**config.mk**
```make
export PLATFORM = sky130hd
export DESIGN_NAME = fp_add_pipe_flat
export DESIGN_NICKNAME = d
export VERILOG_FILES = /design/src/rtl/fp_add_pipe_if.sv /design/src/rtl/fp_add_pipe.sv /design/src/flat_wrapper.sv
export SDC_FILE = /design/constraint.sdc
export NUM_CORES = 1
export LEC_CHECK = 0
export CAP_MARGIN = 20
export CORE_ASPECT_RATIO = 2
export CORE_MARGIN = 2
export CORE_UTILIZATION = 25
export CTS_BUF_LIST = sky130_fd_sc_hd__clkbuf_16
export CTS_CLUSTER_SIZE = 16
export DETAILED_ROUTE_END_ITERATION = 16
export PLACE_DENSITY = 0.4
export SETUP_SLACK_MARGIN = 0.3
export SLEW_MARGIN = 20
export SYNTH_ARGS = -nofsm -noshare
export SYNTH_HDL_FRONTEND = slang
export SYNTH_SLANG_ARGS = --single-unit
export TNS_END_PERCENT = 100
```
**constraint.sdc**
```tcl
create_clock -name clk -period 7.3 [get_ports clk]
set_input_delay 0.73 -clock clk [delete_from_list [all_inputs] [get_ports clk]]
set_output_delay 0.73 -clock clk [all_outputs]
set_load 0.01 [all_outputs]
```
**src/rtl/fp_add_pipe_if.sv**
```systemverilog
// Handshake bundle for the pipelined float adder: operand side and result side.
interface fp_add_pipe_if #(
  parameter int EXP_W = 8,
  parameter int MAN_W = 23,
  parameter int TAG_W = 4
);
  localparam int W = 1 + EXP_W + MAN_W;

  logic             in_valid;
  logic             in_ready;
  logic [W-1:0]     a;
  logic [W-1:0]     b;
  logic             negate;
  logic [TAG_W-1:0] in_tag;
  logic             out_valid;
  logic             out_ready;
  logic [W-1:0]     out;
  logic [TAG_W-1:0] out_tag;
  logic [2:0]       out_flags;

  // producer of operands / consumer of results
  modport master (
    output in_valid, a, b, negate, in_tag, out_ready,
    input  in_ready, out_valid, out, out_tag, out_flags
  );

  // the adder itself
  modport slave (
    input  in_valid, a, b, negate, in_tag, out_ready,
    output in_ready, out_valid, out, out_tag, out_flags
  );
endinterface

```
**src/rtl/fp_add_pipe.sv**
```systemverilog
// fp_add_pipe: 3-stage pipelined float add/subtract, out = a + (negate ? -b : b).
// S1 unpack/align, S2 mantissa add, S3 normalise/pack. Denormals flush to zero.
// Optional macro FP_ADD_ROUND_EN: round-to-nearest-even in S3 (default truncates).
// Flags are {nan, overflow, underflow}, per result.
module fp_add_pipe #(
  parameter int EXP_W = 8,
  parameter int MAN_W = 23,
  parameter int TAG_W = 4
) (
  input  logic         clk,
  input  logic         reset,
  fp_add_pipe_if.slave s_bus
);
  localparam int          W      = 1 + EXP_W + MAN_W;
  localparam int          MX     = MAN_W + 4;        // {hidden, man, g, r, s}
  localparam int          XW     = EXP_W + 2;        // signed exponent work width
  localparam int          CW     = $clog2(MX + 1);
  localparam int unsigned SH_MAX = MAN_W + 3;
  localparam logic [EXP_W-1:0]    EXP_ONES = '1;
  localparam logic signed [XW-1:0] EXP_TOP = XW'((1 << EXP_W) - 1);

  // ---------------------------------------------------------------- control
  logic [3:1] r_vld_pipe;
  logic       w_adv;

  assign w_adv           = !r_vld_pipe[3] | s_bus.out_ready;
  assign s_bus.in_ready  = w_adv;
  assign s_bus.out_valid = r_vld_pipe[3];

  // valid shift register; whole pipe steps together, reset drops in-flight ops
  always_ff @(posedge clk) begin
    if (reset)      r_vld_pipe <= '0;
    else if (w_adv) r_vld_pipe <= {r_vld_pipe[2:1], s_bus.in_valid};
  end

  // ---------------------------------------------------------------- S1 unpack/align
  logic             w_a_sgn, w_b_sgn;
  logic [EXP_W-1:0] w_a_exp, w_b_exp;
  logic [MAN_W-1:0] w_a_man, w_b_man;
  logic             w_a_max, w_b_max, w_a_nan, w_b_nan, w_a_inf, w_b_inf;
  logic             w_sp, w_sp_nan;
  logic [W-1:0]     w_sp_word;
  logic [MX-1:0]    w_a_m, w_b_m, w_big_m, w_sml_m, w_sml_al;
  logic             w_swap, w_big_sgn, w_sml_sgn, w_lost;
  logic [EXP_W-1:0] w_big_exp, w_sml_exp, w_diff;

  assign w_a_sgn = s_bus.a[W-1];
  assign w_a_exp = s_bus.a[W-2:MAN_W];
  assign w_a_man = s_bus.a[MAN_W-1:0];
  assign w_b_sgn = s_bus.b[W-1] ^ s_bus.negate;   // negate applied before the swap
  assign w_b_exp = s_bus.b[W-2:MAN_W];
  assign w_b_man = s_bus.b[MAN_W-1:0];

  assign w_a_max  = (w_a_exp == EXP_ONES);
  assign w_b_max  = (w_b_exp == EXP_ONES);
  assign w_a_nan  = w_a_max & (|w_a_man);
  assign w_b_nan  = w_b_max & (|w_b_man);
  assign w_a_inf  = w_a_max & ~(|w_a_man);
  assign w_b_inf  = w_b_max & ~(|w_b_man);
  assign w_sp     = w_a_max | w_b_max;
  assign w_sp_nan = w_a_nan | w_b_nan | (w_a_inf & w_b_inf & (w_a_sgn ^ w_b_sgn));
  assign w_sp_word = w_sp_nan ? {1'b0, EXP_ONES, 1'b1, {(MAN_W-1){1'b0}}} :
                     w_a_inf  ? {w_a_sgn, EXP_ONES, {MAN_W{1'b0}}} :
                                {w_b_sgn, EXP_ONES, {MAN_W{1'b0}}};

  // exponent field 0 means zero: no hidden bit, mantissa discarded
  assign w_a_m = (w_a_exp != '0) ? {1'b1, w_a_man, 3'b000} : '0;
  assign w_b_m = (w_b_exp != '0) ? {1'b1, w_b_man, 3'b000} : '0;

  assign w_swap    = (w_b_exp > w_a_exp);
  assign w_big_exp = w_swap ? w_b_exp : w_a_exp;
  assign w_sml_exp = w_swap ? w_a_exp : w_b_exp;
  assign w_big_m   = w_swap ? w_b_m   : w_a_m;
  assign w_sml_m   = w_swap ? w_a_m   : w_b_m;
  assign w_big_sgn = w_swap ? w_b_sgn : w_a_sgn;
  assign w_sml_sgn = w_swap ? w_a_sgn : w_b_sgn;
  assign w_diff    = w_big_exp - w_sml_exp;

  // right-shift the small mantissa, folding every lost bit into sticky
  always_comb begin
    w_sml_al = '0;
    w_lost   = 1'b0;
    if (32'(w_diff) >= SH_MAX) begin
      w_sml_al = {{(MX-1){1'b0}}, |w_sml_m};
    end else begin
      w_lost   = |(w_sml_m & ~({MX{1'b1}} << w_diff));
      w_sml_al = (w_sml_m >> w_diff) | {{(MX-1){1'b0}}, w_lost};
    end
  end

  logic             r1_big_sgn, r1_sml_sgn, r1_sp, r1_sp_nan;
  logic [EXP_W-1:0] r1_exp;
  logic [MX-1:0]    r1_big_m, r1_sml_m;
  logic [W-1:0]     r1_sp_word;
  logic [TAG_W-1:0] r1_tag;

  // S1 register
  always_ff @(posedge clk) begin
    if (w_adv) begin
      r1_big_sgn <= w_big_sgn;
      r1_sml_sgn <= w_sml_sgn;
      r1_exp     <= w_big_exp;
      r1_big_m   <= w_big_m;
      r1_sml_m   <= w_sml_al;
      r1_sp      <= w_sp;
      r1_sp_nan  <= w_sp_nan;
      r1_sp_word <= w_sp_word;
      r1_tag     <= s_bus.in_tag;
    end
  end

  // ---------------------------------------------------------------- S2 add
  logic          w_sub, w_neg, w_sgn2;
  logic [MX:0]   w_mag;

  assign w_sub  = r1_big_sgn ^ r1_sml_sgn;
  assign w_neg  = w_sub & (r1_sml_m > r1_big_m);   // equal exps can still go negative
  assign w_mag  = !w_sub ? ({1'b0, r1_big_m} + {1'b0, r1_sml_m}) :
                  w_neg  ? ({1'b0, r1_sml_m} - {1'b0, r1_big_m}) :
                           ({1'b0, r1_big_m} - {1'b0, r1_sml_m});
  assign w_sgn2 = (w_mag == '0) ? 1'b0 : (r1_big_sgn ^ w_neg);

  logic             r2_sgn, r2_sp, r2_sp_nan;
  logic [EXP_W-1:0] r2_exp;
  logic [MX:0]      r2_mag;
  logic [W-1:0]     r2_sp_word;
  logic [TAG_W-1:0] r2_tag;

  // S2 register
  always_ff @(posedge clk) begin
    if (w_adv) begin
      r2_sgn     <= w_sgn2;
      r2_exp     <= r1_exp;
      r2_mag     <= w_mag;
      r2_sp      <= r1_sp;
      r2_sp_nan  <= r1_sp_nan;
      r2_sp_word <= r1_sp_word;
      r2_tag     <= r1_tag;
    end
  end

  // ---------------------------------------------------------------- S3 normalise/pack
  logic [CW-1:0]    w_clz;
  logic             w_found;
  logic [MX-1:0]    w_norm;
  logic [XW-1:0]    w_exp_ext, w_exp_n, w_exp_f;
  logic [MAN_W-1:0] w_man_f;
  logic [W-1:0]     w_res;
  logic [2:0]       w_flags;

  assign w_exp_ext = {2'b00, r2_exp};

  // leading-zero count below the carry bit
  always_comb begin
    w_clz   = '0;
    w_found = 1'b0;
    for (int i = MX - 1; i >= 0; i--) begin
      if (!w_found && r2_mag[i]) begin
        w_clz   = CW'(MX - 1 - i);
        w_found = 1'b1;
      end
    end
  end

  // carry shifts right one, otherwise shift left by clz
  always_comb begin
    if (r2_mag[MX]) begin
      w_norm  = {r2_mag[MX:2], r2_mag[1] | r2_mag[0]};
      w_exp_n = w_exp_ext + XW'(1);
    end else begin
      w_norm  = r2_mag[MX-1:0] << w_clz;
      w_exp_n = w_exp_ext - XW'(w_clz);
    end
  end

`ifdef FP_ADD_ROUND_EN
  logic             w_rnd_up;
  logic [MAN_W+1:0] w_mant_r;

  // nearest-even from guard/round/sticky; a carry-out renormalises
  always_comb begin
    w_rnd_up = w_norm[2] & (w_norm[1] | w_norm[0] | w_norm[3]);
    w_mant_r = {1'b0, w_norm[MX-1:3]} + (MAN_W+2)'(w_rnd_up);
    if (w_mant_r[MAN_W+1]) begin
      w_man_f = w_mant_r[MAN_W:1];
      w_exp_f = w_exp_n + XW'(1);
    end else begin
      w_man_f = w_mant_r[MAN_W-1:0];
      w_exp_f = w_exp_n;
    end
  end
`else
  logic w_unused_grs;
  assign w_unused_grs = ^w_norm[2:0];

  // truncation: guard/round/sticky dropped
  always_comb begin
    w_man_f = w_norm[MX-2:3];
    w_exp_f = w_exp_n;
  end
`endif

  // final selection: specials, exact zero, overflow, underflow, normal
  always_comb begin
    w_res   = {r2_sgn, w_exp_f[EXP_W-1:0], w_man_f};
    w_flags = 3'b000;
    if (r2_sp) begin
      w_res   = r2_sp_word;
      w_flags = {r2_sp_nan, 2'b00};
    end else if (r2_mag == '0) begin
      w_res   = '0;
    end else if ($signed(w_exp_f) >= EXP_TOP) begin
      w_res   = {r2_sgn, EXP_ONES, {MAN_W{1'b0}}};
      w_flags = 3'b010;
    end else if (w_exp_f[XW-1] || (w_exp_f == '0)) begin
      w_res   = '0;
      w_flags = 3'b001;
    end
  end

  logic [W-1:0]     r_out;
  logic [TAG_W-1:0] r_out_tag;
  logic [2:0]       r_out_flags;

  // output register; holds while the consumer stalls or a bubble passes
  always_ff @(posedge clk) begin
    if (reset) begin
      r_out       <= '0;
      r_out_tag   <= '0;
      r_out_flags <= '0;
    end else if (w_adv && r_vld_pipe[2]) begin
      r_out       <= w_res;
      r_out_tag   <= r2_tag;
      r_out_flags <= w_flags;
    end
  end

  assign s_bus.out       = r_out;
  assign s_bus.out_tag   = r_out_tag;
  assign s_bus.out_flags = r_out_flags;
endmodule
```
**src/flat_wrapper.sv**
```systemverilog
// flat-port wrapper written by rule: the top's interface ports become plain ports
module fp_add_pipe_flat 
#(
  parameter int EXP_W = 8,
  parameter int MAN_W = 23,
  parameter int TAG_W = 4
)
  (clk, reset, s_bus_in_valid, s_bus_a, s_bus_b, s_bus_negate, s_bus_in_tag, s_bus_out_ready, s_bus_in_ready, s_bus_out_valid, s_bus_out, s_bus_out_tag, s_bus_out_flags);
  fp_add_pipe_if #(.EXP_W(EXP_W), .MAN_W(MAN_W), .TAG_W(TAG_W)) s_bus_i ();
  input  logic clk;
  input  logic reset;
  input wire logic [$bits(s_bus_i.in_valid)-1:0] s_bus_in_valid;
  input wire logic [$bits(s_bus_i.a)-1:0] s_bus_a;
  input wire logic [$bits(s_bus_i.b)-1:0] s_bus_b;
  input wire logic [$bits(s_bus_i.negate)-1:0] s_bus_negate;
  input wire logic [$bits(s_bus_i.in_tag)-1:0] s_bus_in_tag;
  input wire logic [$bits(s_bus_i.out_ready)-1:0] s_bus_out_ready;
  output wire logic [$bits(s_bus_i.in_ready)-1:0] s_bus_in_ready;
  output wire logic [$bits(s_bus_i.out_valid)-1:0] s_bus_out_valid;
  output wire logic [$bits(s_bus_i.out)-1:0] s_bus_out;
  output wire logic [$bits(s_bus_i.out_tag)-1:0] s_bus_out_tag;
  output wire logic [$bits(s_bus_i.out_flags)-1:0] s_bus_out_flags;
  assign s_bus_i.in_valid = s_bus_in_valid;
  assign s_bus_i.a = s_bus_a;
  assign s_bus_i.b = s_bus_b;
  assign s_bus_i.negate = s_bus_negate;
  assign s_bus_i.in_tag = s_bus_in_tag;
  assign s_bus_i.out_ready = s_bus_out_ready;
  assign s_bus_in_ready = s_bus_i.in_ready;
  assign s_bus_out_valid = s_bus_i.out_valid;
  assign s_bus_out = s_bus_i.out;
  assign s_bus_out_tag = s_bus_i.out_tag;
  assign s_bus_out_flags = s_bus_i.out_flags;
  fp_add_pipe #(.EXP_W(EXP_W), .MAN_W(MAN_W), .TAG_W(TAG_W)) u_core (.clk(clk), .reset(reset), .s_bus(s_bus_i));
endmodule
```
# After elaboration in Yosys (flattened, before gate mapping)

Cells that the tools add are included.

Add/subtract/negate cells: 6
Magnitude comparators: 4
Eq/ne operators: 2
Shift-type cells: 3
Multiplexer cells: 74
Bitwise operators: 21
Reductions and logical operators: 64

Operators with widths:

| operator              | number |
|---|---|
| $mux 32               | 5 |
| $mux 27               | 4 |
| $logic_not 28->1      | 2 |
| $mux 28               | 2 |
| $sub 27x27->28        | 2 |
| $mux 5                | 11 |
| $reduce_or 27->1      | 2 |
| $reduce_or 23->1      | 2 |
| $mux 4                | 8 |
| $mux 1                | 31 |
| $add 27x27->28        | 1 |
| $and 27x27->27        | 1 |
| $gt 27x27->1          | 1 |
| $logic_and 1x1->1     | 27 |
| $logic_not 1->1       | 27 |
| $not 27->27           | 1 |
| $or 27x1->27          | 1 |
| $shl 27x5->26         | 1 |
| $shl 27x8->27 const A | 1 |
| $shr 27x8->27         | 1 |
| $mux 26               | 1 |
| $mux 3                | 7 |
| $eq 8x8->1 const B    | 2 |
| $mux 8                | 2 |
| other kinds (15)      | 31 |

Register bits after elaboration: 219
Input port bits: 73
Output and inout bits: 41
Logic and storage cells: 195

# Longest topological paths before layout

Gate-level depths: netlist of run 1.

Depth in word-level cells: 87
Depth in mapped cells: 23

# Least setup slack after synthesis of run 1

OpenSTA, ideal clock, no wires.

Path type: input -> register
Start point: input s_bus_a[25]
End point: register u_core.r1_sml_m[0] (data pin)
Arrival: 5037 ps
Setup slack: 1985 ps
Cell stages on the path: 21
Path buffers: 7
Path through: inv_1 ha_1 buf_2 nand4_1 or2_1 o21ai_1 buf_4 buf_2 buf_4 clkbuf_1 mux2i_1 ha_1 or4_1 and2_1 clkbuf_1 clkbuf_1 o21a_1 a21oi_1 o22ai_1 a2111oi_0 a32oi_1

Cells in the longest elaborated chain, start to end: 9
Elaborated cells on any way between the ends: 16
Those cells by class: add/sub: 1; order compare: 2; shift: 2; mux: 5; bitwise: 3; reduce/logical: 3

Ends and longest elaborated chain:

| element                   | RTL line                             | text |
|---|---|---|
| start, declared           | flat_wrapper.sv:13                   | `input wire logic [$bits(s_bus_i.a)-1:0] s_bus_a;` |
| $gt 8x8->1                | fp_add_pipe.sv:70                    | `assign w_swap = (w_b_exp > w_a_exp);` |
| $mux 8 (on tied branches) | fp_add_pipe.sv:71, fp_add_pipe.sv:72 |  |
| $sub 8x8->8               | fp_add_pipe.sv:77                    | `assign w_diff = w_big_exp - w_sml_exp;` |
| $shl 27x8->27             | fp_add_pipe.sv:86                    | `w_lost = \|(w_sml_m & ~({MX{1'b1}} << w_diff));` |
| $not 27->27               | fp_add_pipe.sv:86                    |  |
| $and 27x27->27            | fp_add_pipe.sv:86                    |  |
| $reduce_or 27->1          | fp_add_pipe.sv:86                    |  |
| $or 27x1->27              | fp_add_pipe.sv:87                    | `w_sml_al = (w_sml_m >> w_diff) \| {{(MX-1){1'b0}}, w_lost};` |
| $mux 1 *                  | fp_add_pipe.sv:83                    | `if (32'(w_diff) >= SH_MAX) begin` |
| net u_core.w_sml_al[0]    | fp_add_pipe.sv:43                    | `logic [MX-1:0] w_a_m, w_b_m, w_big_m, w_sml_m, w_sml_al;` |
| end signal, assigned      | fp_add_pipe.sv:104                   | `r1_sml_m <= w_sml_al;` |
| end, declared             | fp_add_pipe.sv:93                    | `logic [MX-1:0] r1_big_m, r1_sml_m;` |

Mark *: on every way through the listed nets, which the timed path passes. The rest lies on a longest branch.
A chain may end at the register's enable or synchronous reset.

# Worst setup path after layout of run 1

Start point: input s_bus_a[28]
End point: register u_core.r1_sml_m[25] (data pin)

Cells in the longest elaborated chain, start to end: 5
Elaborated cells on any way between the ends: 10
Those cells by class: add/sub: 1; order compare: 2; shift: 1; mux: 4; bitwise: 1; reduce/logical: 1

Ends and longest elaborated chain:

| element                                                | RTL line                             | text |
|---|---|---|
| $gt 8x8->1 / $reduce_bool 8->1 (equally long branches) | fp_add_pipe.sv:70, fp_add_pipe.sv:67 |  |
| $mux 8, or another cell as far along                   | fp_add_pipe.sv:71                    | `assign w_big_exp = w_swap ? w_b_exp : w_a_exp;` |
| $sub 8x8->8 / $mux 27 (equally long branches)          | fp_add_pipe.sv:77, fp_add_pipe.sv:74 |  |
| $shr 27x8->27                                          | fp_add_pipe.sv:87                    |  |
| $or 27x1->27                                           | fp_add_pipe.sv:87                    |  |

Parallel ways exist; a longest one is shown, timed or not.

==> results of run 1 <==
[cell usage after synthesis, drive strengths merged, types with 31 or more instances]
cell / count / area [um2]
clkbuf: 75 / 282
nor4: 31 / 215
dfxtp: 42 / 841
nand3: 36 / 185
ha: 90 / 1130
mux2i: 94 / 941
nor2: 153 / 577
nor3: 45 / 230
nand2: 218 / 818
a21oi: 119 / 607
buf: 37 / 199
o21ai: 107 / 536
edfxtp: 114 / 3420
inv: 99 / 372
[area by class of cell]
class	count	area share
Clock buffer	19	0.0269
Inverter	100	0.0214
Tap cell	774	0.0548
Timing Repair Buffer	152	0.0807
Clock inverter	13	0.00807
Sequential cell	156	0.241
Multi-Input combinational cell	1461	0.567
[worst max-delay path: stages]
cell and delay, ns:
clkdlybuf4s50_1 0.62, inv_1 0.10, ha_1 0.40, nand4_1 0.21, a21o_1 0.26, a21oi_2 0.83
o22ai_1 0.27, a221o_1 0.49, xor2_1 0.16, or3_4 0.44, a211o_1 0.50, nor4_1 0.72
[path summary, 6_finish.rpt]
check	slack [ns]	depth (start not counted)	endpoint	from
max	1.68	12	u_core.r1_sml_m[25]	s_bus_a[28]
min	0.41	0	u_core.r2_sp_nan	u_core.r1_sp_nan
max reg2reg	1.97	20	u_core.s_bus.out[14]	u_core.r2_mag[18]
min reg2reg	0.41	0	u_core.r2_sp_nan	u_core.r1_sp_nan
[power groups by stage]
stage | combinational, mW | sequential [mW] | clock [mW]
after detailed placement | 2.44 | 1.41 | 0
final | 2.48 | 1.39 | 0.961
after CTS | 2.45 | 1.39 | 0.992
after global placement | 2.45 | 1.41 | 0
after global routing | 2.66 | 1.41 | 1.02
after floorplan | 1.65 | 1.27 | 0
[logic make-up (layout without fill, tap and decap cells)]
| family | after synthesis | after routing | synth area share |
|---|---|---|---|
| DFF | 156 | 156 | 0.282 |
| and+or+nand+nor | 623 | 623 | 0.197 |
| xor gates and xnor gates | 34 | 34 | 0.0197 |
| adders and majority gates | 95 | 95 | 0.0798 |
| AOI/OAI and AO/OA | 578 | 578 | 0.267 |
| buffers and inverters | 212 | 284 | 0.0566 |
| muxes | 131 | 131 | 0.0973 |
[per-layer routing]
layer	GRT usage	up-vias	wire length [um]
met3	0.0192	171	1680
met1	0.189	7223	21700
li1	-	7026	-
met2	0.431	486	37600
met4	0.125	0	4170
met5	0	-	0
[metrics by stage]
step	instance area (um2)	hold slack, ns	utilization	total power [mW]	cells
finish	17700	0.410	0.295	4.83	2675
global route	17700	0.417	0.295	5.10	2675
CTS	17700	0.412	0.295	4.84	2675
detailed placement	17100	0.405	0.285	3.85	2643
global placement	17100	0.403	0.285	3.86	2643
floorplan	15100	0.400	-	2.92	1829
[cells in the final DEF (no fill, tap or decap), types with 12 or more instances in the layout]
master,n
dfxtp_1,42
a31oi_1,29
o31ai_1,29
mux2i_1,94
a211oi_1,23
a22oi_1,16
mux2_2,27
o21bai_1,12
nor4_1,28
xnor2_1,17
a311oi_1,12
nand2_1,218
o211ai_1,25
or3_1,18
nand2b_1,16
a21oi_1,115
a22o_1,25
ha_1,90
xor2_1,15
nand4_1,22
clkdlybuf4s50_1,113
nor2_1,152
and2_1,22
a2111oi_0,12
clkbuf_16,19
a32oi_1,15
o21a_1,13
a21o_1,28
nor2b_1,14
edfxtp_1,114
buf_4,38
o21ai_0,100
inv_1,98
nor3_1,44
nand3_1,35
[sequential cells by signal (all words and copies together), names as in the netlist]
register / count
u_core.r1_big_m: 24
u_core.r1_big_sgn: 1
u_core.r1_exp: 8
u_core.r1_sml_m: 27
u_core.r1_sml_sgn: 1
u_core.r1_sp: 1
u_core.r1_sp_nan: 1
u_core.r1_sp_word: 2
u_core.r1_tag: 4
u_core.r2_exp: 8
u_core.r2_mag: 28
u_core.r2_sgn: 1
u_core.r2_sp: 1
u_core.r2_sp_nan: 1
u_core.r2_sp_word: 2
u_core.r2_tag: 4
u_core.r_vld_pipe: 3
u_core.s_bus.out: 32
u_core.s_bus.out_flags: 3
u_core.s_bus.out_tag: 4
==> qor.txt, run 1 <==
Int Power -> 2.57 mW
vias in the first global route -> 15,200
Die H -> 352 um
CTS buffer count -> 17
Yosys Warn Count -> 0
setup TNS -> 0 ns
DP Worst Slack -> 1.05 ns
Startpoint Class -> input pin
global-route wire length before repair -> 96.4 mm
FF/Latch Area -> 0.00426 mm2
PwrDens -> 273 mW/mm2
Switching Fraction -> 0.469
Nets -> 2,054
antenna violations before repair -> 0
Multi-input gate area -> 0.0100 mm2
Reg power frac -> 0.288
Post-CTS Repair Setup Buffers -> 0
vias per std cell -> 5.57
Final period util -> 0.770
number of flops mapped to enable cells by yosys -> 114
combinational power share -> 0.514
crit end category -> flop
Ant. Diodes -> 0
Layout area overhead -> 17.0%
Pleak -> 6.87 nW
dominant synthesized flop cell -> edfxtp_1
die area -> 0.0626 mm2
Layout Skew -> 0.0172 ns
FFs w/ async S/R, synth -> 0
Finish-stage setup viols -> 0
total track usage -> 0.209
VDD IR max -> 0.000136 V
CTS tree -> done
drt wl/cell -> 24.4 um
DR vias -> 14,900
core area -> 0.0599 mm2
Setup WS post-layout -> 1.68 ns
final number of max-transition violations -> 0
WP data required -> 7.44 ns
HP Class -> reg2reg
RSZ-0062 raised after global routing -> false
Bufs on Longest Clock Path -> 2
IO Port Bufs -> 113
Netlist cell types -> 98
synthesized net count -> 1,995
clock power share -> 0.199
largest net degree at the start of global routing -> 88
Hold Fails Final Rpt -> 0
Ports -> 114
layout cells sized above 1 -> 0.0800
Worst EP arrival -> 5.75 ns
residual DRC count -> 0
Initial Util -> 0.252
MaxCap Viol Count -> 0
Num Clock Sinks -> 156
H-tree depth -> 4
sequential fraction of the synthesis area -> 0.282
DPL Wire Length -> 53.3 mm
FILL cells -> 6,399
Peak Freq -> 178 MHz
critical path class -> in2reg
GRT overflow -> 0
Die Width -> 178 um
Syn Area/Cell -> 8.26 um2
clk slew on worst S/H paths -> 0.08 ns
Synth Cell Area -> 0.0151 mm2
Synth Instances -> 1,829
crit path time final -> 5.62 ns
sw power -> 2.27 mW
final RePlAce weighted congestion -> 0.916
drt initial violations -> 1,066
TritonRoute pass-1 iters -> 6
Yosys reg bits -> 156
CTS root buffer -> clkbuf_16
measured slew at the worst slew-check pin -> 1.09 ns
max_slew headroom -> 0.274
# rows -> 127
post-CTS resize count -> 0
Antenna Nets Post-Route -> 0
hold_buf cts -> 0
Clock Latency Late Sink -> 0.45 ns
Max FO, Critical Path -> 20
DRT Wirelength -> 65.2 mm
outcome -> completed
Note: power is estimated with default switching activity, not from simulation.
==> run 2: changes to the inputs <==
Settings changed: PLACE_DENSITY 0.4 to 0.41.
Clock period 7.3 ns to 4.95 ns, I/O delays scaled along.
==> qor.txt, run 2 (same netlist as run 1, synthesis figures left out) <==
outcome -> completed (unchanged)
Finish-stage setup viols -> 0 (unchanged)
Cells on Worst Hold Path -> 0 (unchanged)
drt wl/cell -> 24.1 um (was 24.4 um)
GRT overflow -> 0 (unchanged)
total power -> 7.65 mW (was 4.83 mW)
Die H -> 352 um (unchanged)
design area -> 0.0196 mm2 (was 0.0177 mm2)
sw power -> 3.55 mW (was 2.27 mW)
clock power share -> 0.174 (was 0.199)
Nets -> 2,256 (was 2,054)
Final period util -> 0.915
Startpoint Class -> flop (was input pin)
final number of max-transition violations -> 0 (unchanged)
global-route wire length before repair -> 101 mm (was 96.4 mm)
H-tree depth -> 4 (unchanged)
Post-DP Area -> 0.0185 mm2 (was 0.0171 mm2)
Die Width -> 178 um (unchanged)
PwrDens -> 390 mW/mm2 (was 273 mW/mm2)
vias per std cell -> 5.49 (was 5.57)
Hold Fails Final Rpt -> 0 (unchanged)
Worst R2R Start -> u_core.r1_big_m[13] (was u_core.r2_mag[18])
Num Clock Sinks -> 156 (unchanged)
core area -> 0.0599 mm2 (unchanged)
clk slew on worst S/H paths -> 0.08 ns (about the same)
RSZ-0062 raised after global routing -> true (was false)
Reg power frac -> 0.249 (was 0.288)
CTS buffer count -> 17 (unchanged)
worst hold slack -> 0.414 ns (was 0.410 ns)
setup TNS -> 0 ns (unchanged)
DR vias -> 15,800 (was 14,900)
Max FO, Critical Path -> 18 (was 20)
final RePlAce weighted congestion -> 0.980 (was 0.916)
crit end category -> flop (unchanged)
Layout Skew -> 0.0206 ns (was 0.0172 ns)
Ports -> 114 (unchanged)
crit path time final -> 4.53 ns
Antenna Nets Post-Route -> 0 (unchanged)
Switching Fraction -> 0.464 (was 0.469)
measured slew at the worst slew-check pin -> 1.01 ns (was 1.09 ns)
flop2flop setup slack -> 0.42 ns (was 1.97 ns)
DRT Wirelength -> 69.2 mm (was 65.2 mm)
Setup WS post-layout -> 0.421 ns (was 1.68 ns)
Clock Latency Late Sink -> 0.46 ns (was 0.45 ns)
HP Class -> reg2reg (unchanged)
Worst Hold Path EP -> u_core.r2_sp_word[22] (was u_core.r2_sp_nan)
CTS root buffer -> clkbuf_16 (unchanged)
Initial Util -> 0.252 (unchanged)
Int Power -> 4.10 mW (was 2.57 mW)
antenna violations before repair -> 1 (was 0)
DPL Wire Length -> 57.3 mm (was 53.3 mm)
max reg flops -> 32 (unchanged)
critical path class -> reg2reg (was in2reg)
commonest non-fill, non-tap cell in the layout -> buf_4 (was nand2_1)
VDD IR max -> 0.000218 V (was 0.000136 V)
min-delay src -> u_core.r1_sp_word[22] (was u_core.r1_sp_nan)
hold_buf cts -> 0 (unchanged)
Bufs on Longest Clock Path -> 2 (unchanged)
drt initial violations -> 1,147 (was 1,066)
layout cells sized above 1 -> 0.192 (was 0.0800)
combinational power share -> 0.578 (was 0.514)
total track usage -> 0.219 (was 0.209)
MaxCap Viol Count -> 0 (unchanged)
Worst EP arrival -> 4.69 ns (was 5.75 ns)
max_slew headroom -> 0.323 (was 0.274)
vias in the first global route -> 16,000 (was 15,200)
Layout area overhead -> 29.8% (was 17.0%)
die area -> 0.0626 mm2 (unchanged)
CTS tree -> done (unchanged)
WP data required -> 5.11 ns (was 7.44 ns)
R2R Path End -> u_core.r2_sgn (was u_core.s_bus.out[14])
TritonRoute pass-1 iters -> 6 (unchanged)
IO Port Bufs -> 113 (unchanged)
residual DRC count -> 0 (unchanged)
worst reg2reg path depth -> 14 (was 20)
largest net degree at the start of global routing -> 71 (was 88)
most frequent cells in the layout -> buf_4 (233), nand2_1 (216), nor2_1 (151) (was nand2_1 (218), nor2_1 (152), a21oi_1 (115))
Pleak -> 7.96 nW (was 6.87 nW)
DP Worst Slack -> -0.389 ns (was 1.05 ns)
# rows -> 127 (unchanged)
Peak Freq -> 221 MHz
-- run 2: cell types whose count changed in the layout (fill, tap and decap cells not counted), sizes merged --
| cell | delta |
|---|---|
| buf | +201 |
| clkinvlp | +2 |
| bufinv | -1 |
| clkbuf | -1 |
| clkinv | +1 |
| diode | +1 |
-- run 2: cell type report --
| class | instances | area, um2 |
|---|---|---|
| tap | 774 | 968 |
| antenna | 1 | 2.50 |
| inverter | 100 | 379 |
| clock buffer | 17 | 425 |
| fill | 6295 | 40300 |
| multi-input combinational | 1461 | 10400 |
| clock inverter | 15 | 170 |
| sequential | 156 | 4260 |
| timing repair buffer | 354 | 3020 |
-- run 2: routing by layer --
metal / routed length [um] / track usage / up-vias / share of wire
met1: 22000 / 0.193 / 7600 / 0.32
met3: 2120 / 0.0187 / 205 / 0.031
met5: 0 / 0 / - / 0
li1: - / - / 7434 / -
met2: 39400 / 0.448 / 549 / 0.57
met4: 5790 / 0.157 / 0 / 0.084
-- run 2: per-stage QoR --
step / cells / util
floorplan: 1829 / -
global placement: 2822 / 0.309
detailed placement: 2822 / 0.309
CTS: 2860 / 0.321
global route: 2878 / 0.327
finish: 2878 / 0.327
-- run 2: worst max path at each step --
stage | start | to | slack [ns]
2_1_floorplan | u_core.r2_mag[18] | u_core.s_bus.out[15] | 0.29
3_3_place_gp | s_bus_a[30] | u_core.r1_sml_m[25] | -0.29
3_5_place_dp | s_bus_a[29] | u_core.r1_sml_m[25] | -0.39
4_1_cts | u_core.r2_mag[11] | u_core.s_bus.out[6] | 0.30
5_1_grt | u_core.r2_mag[15] | u_core.s_bus.out[16] | 0.25
6_report | u_core.r1_big_m[13] | u_core.r2_sgn | 0.42
-- run 2: worst max-delay path: stages, from the launching register on --
cell      delay, ns
edfxtp_1       0.43
ha_2           0.47
nand4_1        0.25
or2_1          0.35
a211o_1        0.28
buf_4          0.15
a31o_2         0.30
a21oi_2        0.20
buf_6          0.21
mux2_2         0.35
a221oi_1       0.31
xnor2_1        0.19
nand4b_1       0.23
nor4_2         0.31
a31oi_2        0.19
-- run 2: timing repair --
item | in CTS | in global routing
setup buffers | 6 | 16
pin swaps | 2 | 24
resized for setup | 15 | 55
gates cloned | 0 | 1
setup endpoints to repair | 33 | 34
-- run 2: power by group through the flow --
stage / clock network (mW) / logic [mW] / registers, mW
after detailed placement: 0 / 4.18 / 1.92
after global routing: 1.42 / 4.69 / 1.93
after global placement: 0 / 4.17 / 1.91
after floorplan: 0 / 2.45 / 1.87
final: 1.33 / 4.42 / 1.90
after CTS: 1.38 / 4.23 / 1.90
==> run 3: changes to the inputs <==
Settings changed: SETUP_SLACK_MARGIN 0.3 to 0.02, SKIP_CTS_REPAIR_TIMING set to 1.
==> qor.txt, run 3 (same netlist as run 1, synthesis figures left out) <==
Initial Util -> 0.252 (unchanged)
PwrDens -> 392 mW/mm2 (was 390 mW/mm2)
Max FO, Critical Path -> 6 (was 18)
Peak Freq -> 211 MHz (was 221 MHz)
TritonRoute pass-1 iters -> 5 (was 6)
max reg flops -> 32 (unchanged)
clk slew on worst S/H paths -> 0.08 ns (about the same)
setup TNS -> 0 ns (unchanged)
MaxCap Viol Count -> 0 (unchanged)
DR vias -> 15,600 (was 15,800)
Multi-input gate area -> 0.0101 mm2 (was 0.0104 mm2)
Finish-stage setup viols -> 0 (unchanged)
H-tree depth -> 4 (unchanged)
GRT overflow -> 0 (unchanged)
die area -> 0.0626 mm2 (unchanged)
antenna violations before repair -> 0 (was 1)
commonest non-fill, non-tap cell in the layout -> nand2_1 (was buf_4)
outcome -> completed (unchanged)
Layout Skew -> 0.0140 ns (was 0.0206 ns)
Die H -> 352 um (unchanged)
Bufs on Longest Clock Path -> 2 (unchanged)
worst hold slack -> 0.415 ns (was 0.414 ns)
Die Width -> 178 um (unchanged)
Startpoint Class -> flop (unchanged)
Num Clock Sinks -> 156 (unchanged)
global-route wire length before repair -> 100 mm (was 101 mm)
CTS tree -> done (unchanged)
IO Port Bufs -> 113 (unchanged)
FILL cells -> 6,366 (was 6,295)
final RePlAce weighted congestion -> 0.960 (was 0.980)
most frequent cells in the layout -> nand2_1 (218), buf_4 (202), nor2_1 (152) (was buf_4 (233), nand2_1 (216), nor2_1 (151))
residual DRC count -> 0 (unchanged)
WP data required -> 5.29 ns (was 5.11 ns)
largest net degree at the start of global routing -> 54 (was 71)
Pleak -> 7.72 nW (was 7.96 nW)
HP Class -> reg2reg (unchanged)
Worst EP arrival -> 5.07 ns (was 4.69 ns)
Antenna Nets Post-Route -> 0 (unchanged)
crit path time final -> 4.73 ns (was 4.53 ns)
crit end category -> flop (unchanged)
layout cells sized above 1 -> 0.159 (was 0.192)
most frequent CP cell -> buf_4
# rows -> 127 (unchanged)
final number of max-transition violations -> 0 (unchanged)
Layout area overhead -> 26.2% (was 29.8%)
Ports -> 114 (unchanged)
CTS buffer count -> 17 (unchanged)
CTS root buffer -> clkbuf_16 (unchanged)
critical path cell sequence -> nor4_2 > buf_4 > nand4_1 > a2111oi_2 > buf_4 > a211o_1 > inv_1 > ha_1 > nor2b_1 > o21ai_1 > a21boi_1 > o21a_1 > o32ai_1 > xnor2_1 > o41ai_2 > buf_4 > nor3_1 > buf_4 > buf_4 > a32oi_1 > o32ai_1 (was ha_2 > nand4_1 > or2_1 > a211o_1 > buf_4 > a31o_2 > a21oi_2 > buf_6 > mux2_2 > a221oi_1 > xnor2_1 > nand4b_1 > nor4_2 > a31oi_2)
measured slew at the worst slew-check pin -> 0.851 ns (was 1.01 ns)
vias per std cell -> 5.47 (was 5.49)
Clock Latency Late Sink -> 0.46 ns (about the same)
Ant. Diodes -> 0 (was 1)
critical path class -> reg2reg (unchanged)
FF/Latch Area -> 0.00426 mm2 (unchanged)
Final period util -> 0.955 (was 0.915)
total power -> 7.48 mW (was 7.65 mW)
DRT Wirelength -> 67.9 mm (was 69.2 mm)
slowest CP cell -> edfxtp_1 (was ha_2)
Finished Layout Cells -> 2,844 (was 2,878)
total track usage -> 0.217 (was 0.219)
drt initial violations -> 1,159 (was 1,147)
core area -> 0.0599 mm2 (unchanged)
VDD IR max -> 0.000217 V (was 0.000218 V)
placed cell count -> 2,812 (was 2,822)
Nets -> 2,223 (was 2,256)
drt wl/cell -> 23.9 um (was 24.1 um)
vias in the first global route -> 16,000 (about the same)
Hold Fails Final Rpt -> 0 (unchanged)
slowest stage delay, CP -> 0.42 ns (was 0.47 ns)
DPL Wire Length -> 57.0 mm (was 57.3 mm)
max_slew headroom -> 0.430 (was 0.323)
[run 3: changes by cell type in the layout (fill, tap and decap cells not counted), moves of 3 or more]
cell,delta
a2111oi_0,+4
buf_4,-31
o32ai_1,+3
a2111oi_1,-3
buf_6,-3
a21boi_2,-3
o31ai_2,-4
ha_1,+4
o31ai_1,+4
o32ai_2,-3
[run 3: area by class of cell]
cell class / count / share of cell area
well taps: 774 / 0.0508
flip-flops and latches: 156 / 0.224
clock inverters: 15 / 0.00866
multi-input cells: 1461 / 0.530
clock buffers: 17 / 0.0223
inverters: 100 / 0.0199
repair buffers: 321 / 0.145
[run 3: power breakdown]
group / leakage [nW] / internal (mW) / switching, mW
Clock: 0.293 / 0.679 / 0.654
Sequential: 1.60 / 1.67 / 0.229
Combinational: 5.83 / 1.67 / 2.58
[run 3: through the flow]
step                      cell area (um2)   util  setup slack (ns)
after global routing                19100  0.318            -0.123
after global placement              18400  0.307            -0.160
final                               19100  0.318             0.221
after detailed placement            18400  0.307            -0.116
after CTS                           19000  0.317             0.191
after floorplan                     15100      -            0.0207
[run 3: worst paths after layout]
kind | startpoint | to | slack, ns | depth (start not counted)
max reg2reg | u_core.r2_mag[26] | u_core.s_bus.out[14] | 0.22 | 21
min reg2reg | u_core.r1_sp_nan | u_core.r2_sp_nan | 0.42 | 0
min | u_core.r1_sp_nan | u_core.r2_sp_nan | 0.42 | 0
max | u_core.r2_mag[26] | u_core.s_bus.out[14] | 0.22 | 21
[run 3: per-layer routing]
layer	part of all wire	wire [um]	GRT usage	vias up
met4	0.075	5110	0.154	0
met3	0.025	1690	0.0175	177
met1	0.32	21500	0.187	7541
met2	0.58	39500	0.451	490
met5	0	0	0	-
li1	-	-	-	7351
[run 3: worst max-delay path, delay by kind of cell (launching register included)]
kind                       cells  cell delay [ns]
adders and majority gates      1             0.27
AOI/OAI and AO/OA              9             2.09
and+or+nand+nor                4             0.73
buffers and inverters          6             0.92
DFF                            1             0.42
xor gates and xnor gates       1             0.19
